--- src/rtl/mips32_mul_unit.sv ---
// Iterative shift-add multiplier with unsigned/signed modes: one multiplier bit per cycle, done pulses WIDTH+1 cycles after start.
// No backpressure: start is accepted only in IDLE or DONE and ignored while busy; results hold until the next completion.
module mips32_mul_unit #(
  parameter int WIDTH = 32
) (
  input  logic             clk1,
  input  logic             reset,
  input  logic             start,
  input  logic             signed_op,
  input  logic [WIDTH-1:0] a,
  input  logic [WIDTH-1:0] b,
  output logic             busy,
  output logic             done,
  output logic [WIDTH-1:0] lo,
  output logic [WIDTH-1:0] hi,
  output logic             ovf
);

  localparam int CW = $clog2(WIDTH) + 1;
  localparam logic [CW-1:0] LAST = CW'(WIDTH - 1);

  typedef enum logic [1:0] {IDLE, RUN, DONE} state_t;

  state_t               state_q;
  logic [2*WIDTH-1:0]   acc_q;
  logic [2*WIDTH-1:0]   acc_d;
  logic [2*WIDTH-1:0]   mcand_q;
  logic [2*WIDTH-1:0]   prod_d;
  logic [WIDTH:0]       mplier_q;
  logic [WIDTH:0]       a_ext;
  logic [WIDTH:0]       b_ext;
  logic [WIDTH:0]       a_mag;
  logic [WIDTH:0]       b_mag;
  logic [CW-1:0]        cnt_q;
  logic                 sign_q;
  logic                 sign_d;
  logic                 signed_q;
  logic                 busy_q;
  logic                 done_q;
  logic                 ovf_q;
  logic                 ovf_d;
  logic [WIDTH-1:0]     hi_q;
  logic [WIDTH-1:0]     lo_q;

  // Operands widened by one bit so the magnitude of the most negative value is exact.
  always_comb begin
    a_ext  = {signed_op & a[WIDTH-1], a};
    b_ext  = {signed_op & b[WIDTH-1], b};
    a_mag  = a_ext[WIDTH] ? -a_ext : a_ext;
    b_mag  = b_ext[WIDTH] ? -b_ext : b_ext;
    sign_d = a_ext[WIDTH] ^ b_ext[WIDTH];
    acc_d  = mplier_q[0] ? (acc_q + mcand_q) : acc_q;
    prod_d = sign_q ? -acc_d : acc_d;
    if (signed_q) begin
      ovf_d = (prod_d[2*WIDTH-1:WIDTH] != {WIDTH{prod_d[WIDTH-1]}});
    end else begin
      ovf_d = |prod_d[2*WIDTH-1:WIDTH];
    end
  end

  always_ff @(posedge clk1) begin
    if (reset) begin
      state_q  <= IDLE;
      acc_q    <= '0;
      mcand_q  <= '0;
      mplier_q <= '0;
      cnt_q    <= '0;
      sign_q   <= 1'b0;
      signed_q <= 1'b0;
      busy_q   <= 1'b0;
      done_q   <= 1'b0;
      ovf_q    <= 1'b0;
      hi_q     <= '0;
      lo_q     <= '0;
    end else begin
      case (state_q)
        IDLE, DONE: begin
          done_q <= 1'b0;
          if (start) begin
            state_q  <= RUN;
            busy_q   <= 1'b1;
            acc_q    <= '0;
            cnt_q    <= '0;
            mcand_q  <= {{(WIDTH-1){1'b0}}, a_mag};
            mplier_q <= b_mag;
            sign_q   <= sign_d;
            signed_q <= signed_op;
          end else begin
            state_q <= IDLE;
            busy_q  <= 1'b0;
          end
        end
        RUN: begin
          acc_q    <= acc_d;
          mcand_q  <= mcand_q << 1;
          mplier_q <= mplier_q >> 1;
          cnt_q    <= cnt_q + CW'(1);
          if (cnt_q == LAST) begin
            state_q <= DONE;
            busy_q  <= 1'b0;
            done_q  <= 1'b1;
            hi_q    <= prod_d[2*WIDTH-1:WIDTH];
            lo_q    <= prod_d[WIDTH-1:0];
            ovf_q   <= ovf_d;
          end
        end
        default: begin
          state_q <= IDLE;
          busy_q  <= 1'b0;
          done_q  <= 1'b0;
        end
      endcase
    end
  end

  assign busy = busy_q;
  assign done = done_q;
  assign hi   = hi_q;
  assign lo   = lo_q;
  assign ovf  = ovf_q;

endmodule

--- config.mk ---
export PLATFORM = sky130hd
export DESIGN_NAME = mips32_mul_unit
export DESIGN_NICKNAME = d
export VERILOG_FILES = /design/src/rtl/mips32_mul_unit.sv
export SDC_FILE = /design/constraint.sdc
export NUM_CORES = 1
export LEC_CHECK = 0
export CAP_MARGIN = 25
export CORE_MARGIN = 2
export CORE_UTILIZATION = 50
export CTS_CLUSTER_SIZE = 30
export DETAILED_ROUTE_END_ITERATION = 12
export PLACE_DENSITY = 0.79
export SETUP_SLACK_MARGIN = 0.05
export SLEW_MARGIN = 40
export SYNTH_ARGS = -nofsm -noshare
export SYNTH_HDL_FRONTEND = slang
export SYNTH_SLANG_ARGS = --single-unit
--- constraint.sdc ---
create_clock -name clk1 -period 6 [get_ports clk1]
set_input_delay 0.6 -clock clk1 [delete_from_list [all_inputs] [get_ports clk1]]
set_output_delay 0.6 -clock clk1 [all_outputs]
set_load 0.1 [all_outputs]
**Word level (Yosys, flattened, before mapping)**

Cells that the tools add are included.

- Word-level logic and storage cells: 54
- Register bits after elaboration: 238
- Input bits: 68
- Output and inout bits: 67

- Eq/ne operators: 6
- Reduce and logical (&&, ||, !) cells: 8
- Add/subtract/negate cells: 5
- Bitwise logic cells: 4
- Multiplexer cells: 19

Operator list:

| cell | number |
|---|---|
| 2-to-1 mux 64 bit | 4 |
| one-hot mux 64 bit (2 select lines) | 2 |
| 2-to-1 mux 33 bit | 3 |
| negator 33 bit | 2 |
| one-hot mux 33 bit (2 select lines) | 1 |
| adder 64 bit | 1 |
| negator 64 bit | 1 |
| inequality test 32 bit | 1 |
| OR reduction 32 bit | 1 |
| one-hot mux 6 bit (2 select lines) | 1 |
| adder 6 x 1 -> 6 bit (second input constant) | 1 |
| equality test 6 x 5 -> 1 bit (second input constant) | 1 |
| 2-to-1 mux 6 bit | 1 |
| AND reduction 2 bit | 3 |
| 2-to-1 mux 1 bit | 4 |
| inequality test 2 bit (second input constant) | 2 |
| one-hot mux 2 bit (2 select lines) | 1 |
| OR reduction 2 bit | 2 |
| bitwise AND 1 bit | 2 |
| equality test 2 x 1 -> 1 bit (second input constant) | 1 |
| equality test 2 bit (second input constant) | 1 |
| logical NOT 2 bit | 1 |
| 2-to-1 mux 2 bit | 1 |
| one-hot mux 1 bit (2 select lines) | 1 |
| other kinds (3) | 3 |

**Longest topological paths before layout**

- Depth in word-level cells: 6
- Gate-level depth with buffers: 19
- Mapped depth without buffers: 19

**Worst setup path before layout**

Ideal clock, no wire load.

- Kind: reg2reg
- From: reg acc_q[0]
- To: reg ovf_q, in the netlist ovf
- Clock period less this slack: 5.119 ns
- Data arrival time: 4.999 ns
- Buffers on the path: 0
- Path slack: 0.881 ns
- Cell stages (with the launch flop): 20
- Setup time: 0.120 ns
- Data required time: 5.880 ns
- Path through: dfxtp_1 -> ha_1 -> inv_1 -> fa_1 -> and2b_1 -> o31a_1 -> o21ai_1 -> a2111oi_0 -> nor4_1 -> nand3b_1 -> or2_0 -> or4_4 -> nor4_4 -> nand4bb_2 -> or2_4 -> o41ai_2 -> xor2_1 -> nor4_1 -> o2111ai_1 -> o31a_1

- Longest elaborated chain between the ends: 6
- Elaborated cells on any way between the ends: 7
- Classes of those cells: add/sub (2); eq/ne (1); mux (3); reduce/logical (1)

RTL lines:

| element | line | RTL |
|---|---|---|
| from (decl) | 25 | `logic [2*WIDTH-1:0] acc_q;` |
| from (signal assigned) | 64 | `acc_q <= '0;` |
| from (signal assigned) | 82 | `acc_q <= '0;` |
| from (signal assigned) | 94 | `acc_q <= acc_d;` |
| adder 64 bit | 52 | `acc_d = mplier_q[0] ? (acc_q + mcand_q) : acc_q;` |
| 2-to-1 mux 64 bit (*) | 52 |  |
| negator 64 bit | 53 | `prod_d = sign_q ? -acc_d : acc_d;` |
| 2-to-1 mux 64 bit (*) | 53 |  |
| inequality test 32 bit / OR reduction 32 bit (equally long branches) | 55, 57 |  |
| 2-to-1 mux 1 bit (*) | 54 | `if (signed_q) begin` |
| to (signal assigned) | 104 | `ovf_q <= ovf_d;` |
| to (decl) | 40 | `logic ovf_q;` |

Every way passes the cells marked *; elsewhere a longest branch is shown, timed or not.
A chain may end at the register's enable or synchronous reset.

**Worst setup path after layout**

- From: reg acc_q[4]
- To: reg ovf_q, in the netlist ovf

The elaborated chain is that of the path after synthesis.

==> impl_metrics.csv <==
group,metric,value,unit
outcome,status,"complete, no violations",
clock_tree,postCtsHoldBufs,0,
synthesis,muxShareOfSynthArea,1.98,%
synthesis,synthTopCellsByArea,"dfxtp_1 (28%), nor2_1 (7.0%), a21oi_1 (6.6%), nand2_1 (6.1%), ha_1 (5.0%)",
setup_path,start_kind,"register",
grt,use_met3,3.18,%
synthesis,synth_xor_area_share,6.85,%
drt,ant_nets,0,
synthesis,synth_top_area_share,28.1,%
grt,track_usage,30.8,%
setup_path,slowest_delay,0.64,ns
grt,grt_antenna_before_repair,0,
drt,drcViolationCount,0,
grt,grt_busiest_layer,"met2",
setup_path,crit_path_end_kind,"register",
sta,final_max_slew_viol_count,0,
setup_path,arrival,6.15,ns
grt,grt-ovfl-total,0,
placement,dp_cells,2773,
finish,fin_nets,2494,
setup_path,critPathBufInv,0,
placement,port_buffers,134,
die,fp.dieW,188,microns
sta,fin_crit,5.71,ns
grt,grt_pass1_wl,89700,microns
synthesis,synth.most_common_cell,"nor2_1",
power_and_ir_drop,switching_share,30.2,%
power_and_ir_drop,vdd_drop_max,203,uV
power_and_ir_drop,p_leak,0.00727,uW
power_and_ir_drop,clkPwrFrac,40.4,%
synthesis,synth.distinct_cells,96,
sta,final.setup.tns,0,ns
synthesis,ys_seq_area_share,28.1,%
clock_tree,clkLatencyLatePin,0.56,ns
synthesis,synth_common_cells,"nor2_1 (315), nand2_1 (275), dfxtp_1 (237), a21oi_1 (222), o21ai_0 (167)",
sta,setup_viol,0,
setup_path,cp_max_fo,6,
setup_path,critPathKind,"reg2reg",
grt,grt_pass1_vias,17056,
min_path,hold_path.class,"in2reg",
setup_path,worst_path_most_repeated_cell,"xnor2_1",
setup_path,critPathSlowestCell,"o21ai_0",
drt,num_vias,17864,
clock_tree,cts-htree-levels,1,
drt,wl_per_cell,19.8,microns
drt,routed_wl,55900,microns
sta,timing.fmax,175,MHz
synthesis,synth_simple_gate_area_share,25.4,%
finish,finalNonFillerCells,2822,
clock_tree,cts-root-buf,"clkbuf_16",
setup_path,crit_chain,"ha_1, o211ai_2, o21a_1, o21ai_0, xnor2_1, a31o_1, nand4_1, nor3_2, nand4_2, or3_1, o41ai_1, xnor2_1, nand2b_1, o211ai_1, nor4_1, o2111ai_1, o31a_1",
power_and_ir_drop,internal-power,2890,uW
flow_run,cap_violations,0,
sta,tightest_slew,0.813,ns
synthesis,synthAdderAreaFrac,5.09,%
placement,dp_hpwl,41300,microns
synthesis,synthFlopType,"dfxtp_1",
finish,final_core_util,57.6,%
clock_tree,clock_path_buffers,3,
grt,grt_max_degree,86,
sta,setup_ws,0.288,ns
die,die_area,0.0352,sq mm
synthesis,ys_seq_elements,237,
synthesis,postSynthCellCount,2289,
synthesis,syn_area,0.0169,sq mm
placement,place_ws,0.293,ns
sta,hold_violations,0,
finish,syn_to_final_growth,13.9,%
synthesis,synth-async-reset-ratio,0,%
setup_path,critical-path-top-delay-family,"compound AO/OA/AOI/OAI gates",
power_and_ir_drop,pwr-share-comb,19.2,%
clock_tree,clkSlewWorstSetupHoldPaths,0.06,ns
clock_tree,numClockSinks,237,
sta,clock-skew-final,0.0164,ns
grt,use_met2,52.8,%
finish,antenna_cells,0,
synthesis,yosys.area.top_type,"dfxtp_1",
finish,fillCellCount,3178,
die,die_y,188,microns
die,rows,67,
power_and_ir_drop,power_density,216,mW/mm^2
synthesis,synth_edf_count,0,
power_and_ir_drop,p_sw,1250,uW
power_and_ir_drop,pwr-share-seq,40.4,%
sta,slew-limit-headroom,44.9,%
die,io_pins,135,
die,floorplan.initialDensity,50.6,%
synthesis,synth-compound-area-share,28.5,%
grt,gr-usage-met1,39.0,%
die,core,0.0334,sq mm
clock_tree,cts_tree,"built",
drt,vias_per_cell,6.33,
synthesis,synth_top_family_by_area,"compound AO/OA/AOI/OAI gates",
clock_tree,cts_buffers,26,
drt,drt_iter0_markers,1616,
synthesis,synthesis.nets,2425,
sta,period_share,95.2,%
sta,rsz0062_at_grt,"no",
finish,drive_gt1_share,9.39,%
drt,dr.pass1.iters,6,
placement,gp_congestion,1.01,
sta,hold_ws,0.395,ns
synthesis,avgSynthCellArea,7.37,sq um
setup_path,required,6.44,ns
synthesis,yosysWarnings,0,
## per-layer routing
| layer | routed length, microns | vias to the layer above | part of all wire (%) |
|---|---|---|---|
| li1 | - | 8492 | - |
| met1 | 23300 | 8424 | 42 |
| met2 | 26200 | 774 | 47 |
| met3 | 3520 | 174 | 6.3 |
| met4 | 2800 | 0 | 5.0 |
| met5 | 0 | - | 0 |
## power groups by stage
stage | registers (uW) | logic, uW | clock network, uW
global route | 1680 | 864 | 1750
global placement | 1700 | 741 | 0
finish | 1670 | 795 | 1670
CTS | 1670 | 764 | 1690
floorplan | 1690 | 525 | 0
detailed placement | 1710 | 756 | 0
## placed cells by master, fill, tap and decap left out, types with 29 or more instances in the layout
cell               n
nor2_1           311
nand2_1          274
o21ai_0          166
buf_2             67
a21oi_1          221
nand2b_1          33
a22oi_1           29
xnor2_1           79
a22o_1            32
dfxtp_1          235
nor3_1            39
nand3_1           38
inv_1             43
clkdlybuf4s50_1   66
buf_4             40
nand4_1           32
a2111oi_0         36
ha_1              67
xor2_1            53
## final timing paths
check,startpoint,to,slack [ns],cells past startpoint
worst min register to register,lo[21],lo[21],0.45,2
worst max register to register,acc_q[4],ovf,0.29,17
worst max-delay path,acc_q[4],ovf,0.29,17
worst min-delay path,reset,mplier_q[0],0.39,2
## timing repair
| action | CTS | global route |
|---|---|---|
| setup buffers | 0 | 5 |
| setup endpoints to repair | 0 | 1 |
| gates resized for setup | 0 | 10 |
## metrics by stage
step | total power [uW] | cell area, sq um
after floorplan | 2210 | 16900
after global placement | 2450 | 18600
after detailed placement | 2460 | 18300
after CTS | 4120 | 19100
after global routing | 4290 | 19200
final | 4140 | 19200
## sequential cells by signal, indices dropped and copies added, names as in the netlist
| register | flops |
|---|---|
| acc_q | 64 |
| cnt_q | 6 |
| done | 1 |
| hi | 32 |
| lo | 32 |
| mcand_q | 64 |
| mplier_q | 33 |
| ovf | 1 |
| sign_q | 1 |
| signed_q | 1 |
| state_q | 2 |
## area by class of cell
type / count / area (sq um) / area share (%)
Tap cell: 448 / 561 / 2.92
Timing Repair Buffer: 176 / 1340 / 6.96
Inverter: 43 / 161 / 0.840
Multi-Input combinational cell: 1874 / 11500 / 60.0
Clock inverter: 12 / 156 / 0.814
Clock buffer: 32 / 723 / 3.76
Sequential cell: 237 / 4750 / 24.7
## kinds of logic after synthesis
logic type / after synthesis
AOI/OAI and AO/OA: 735
xor gates and xnor gates: 132
adders and majority gates: 68
and+or+nand+nor: 907
DFF: 237
buffers and inverters: 178
muxes: 32
No activity file was read; power rests on OpenSTA's default activity.
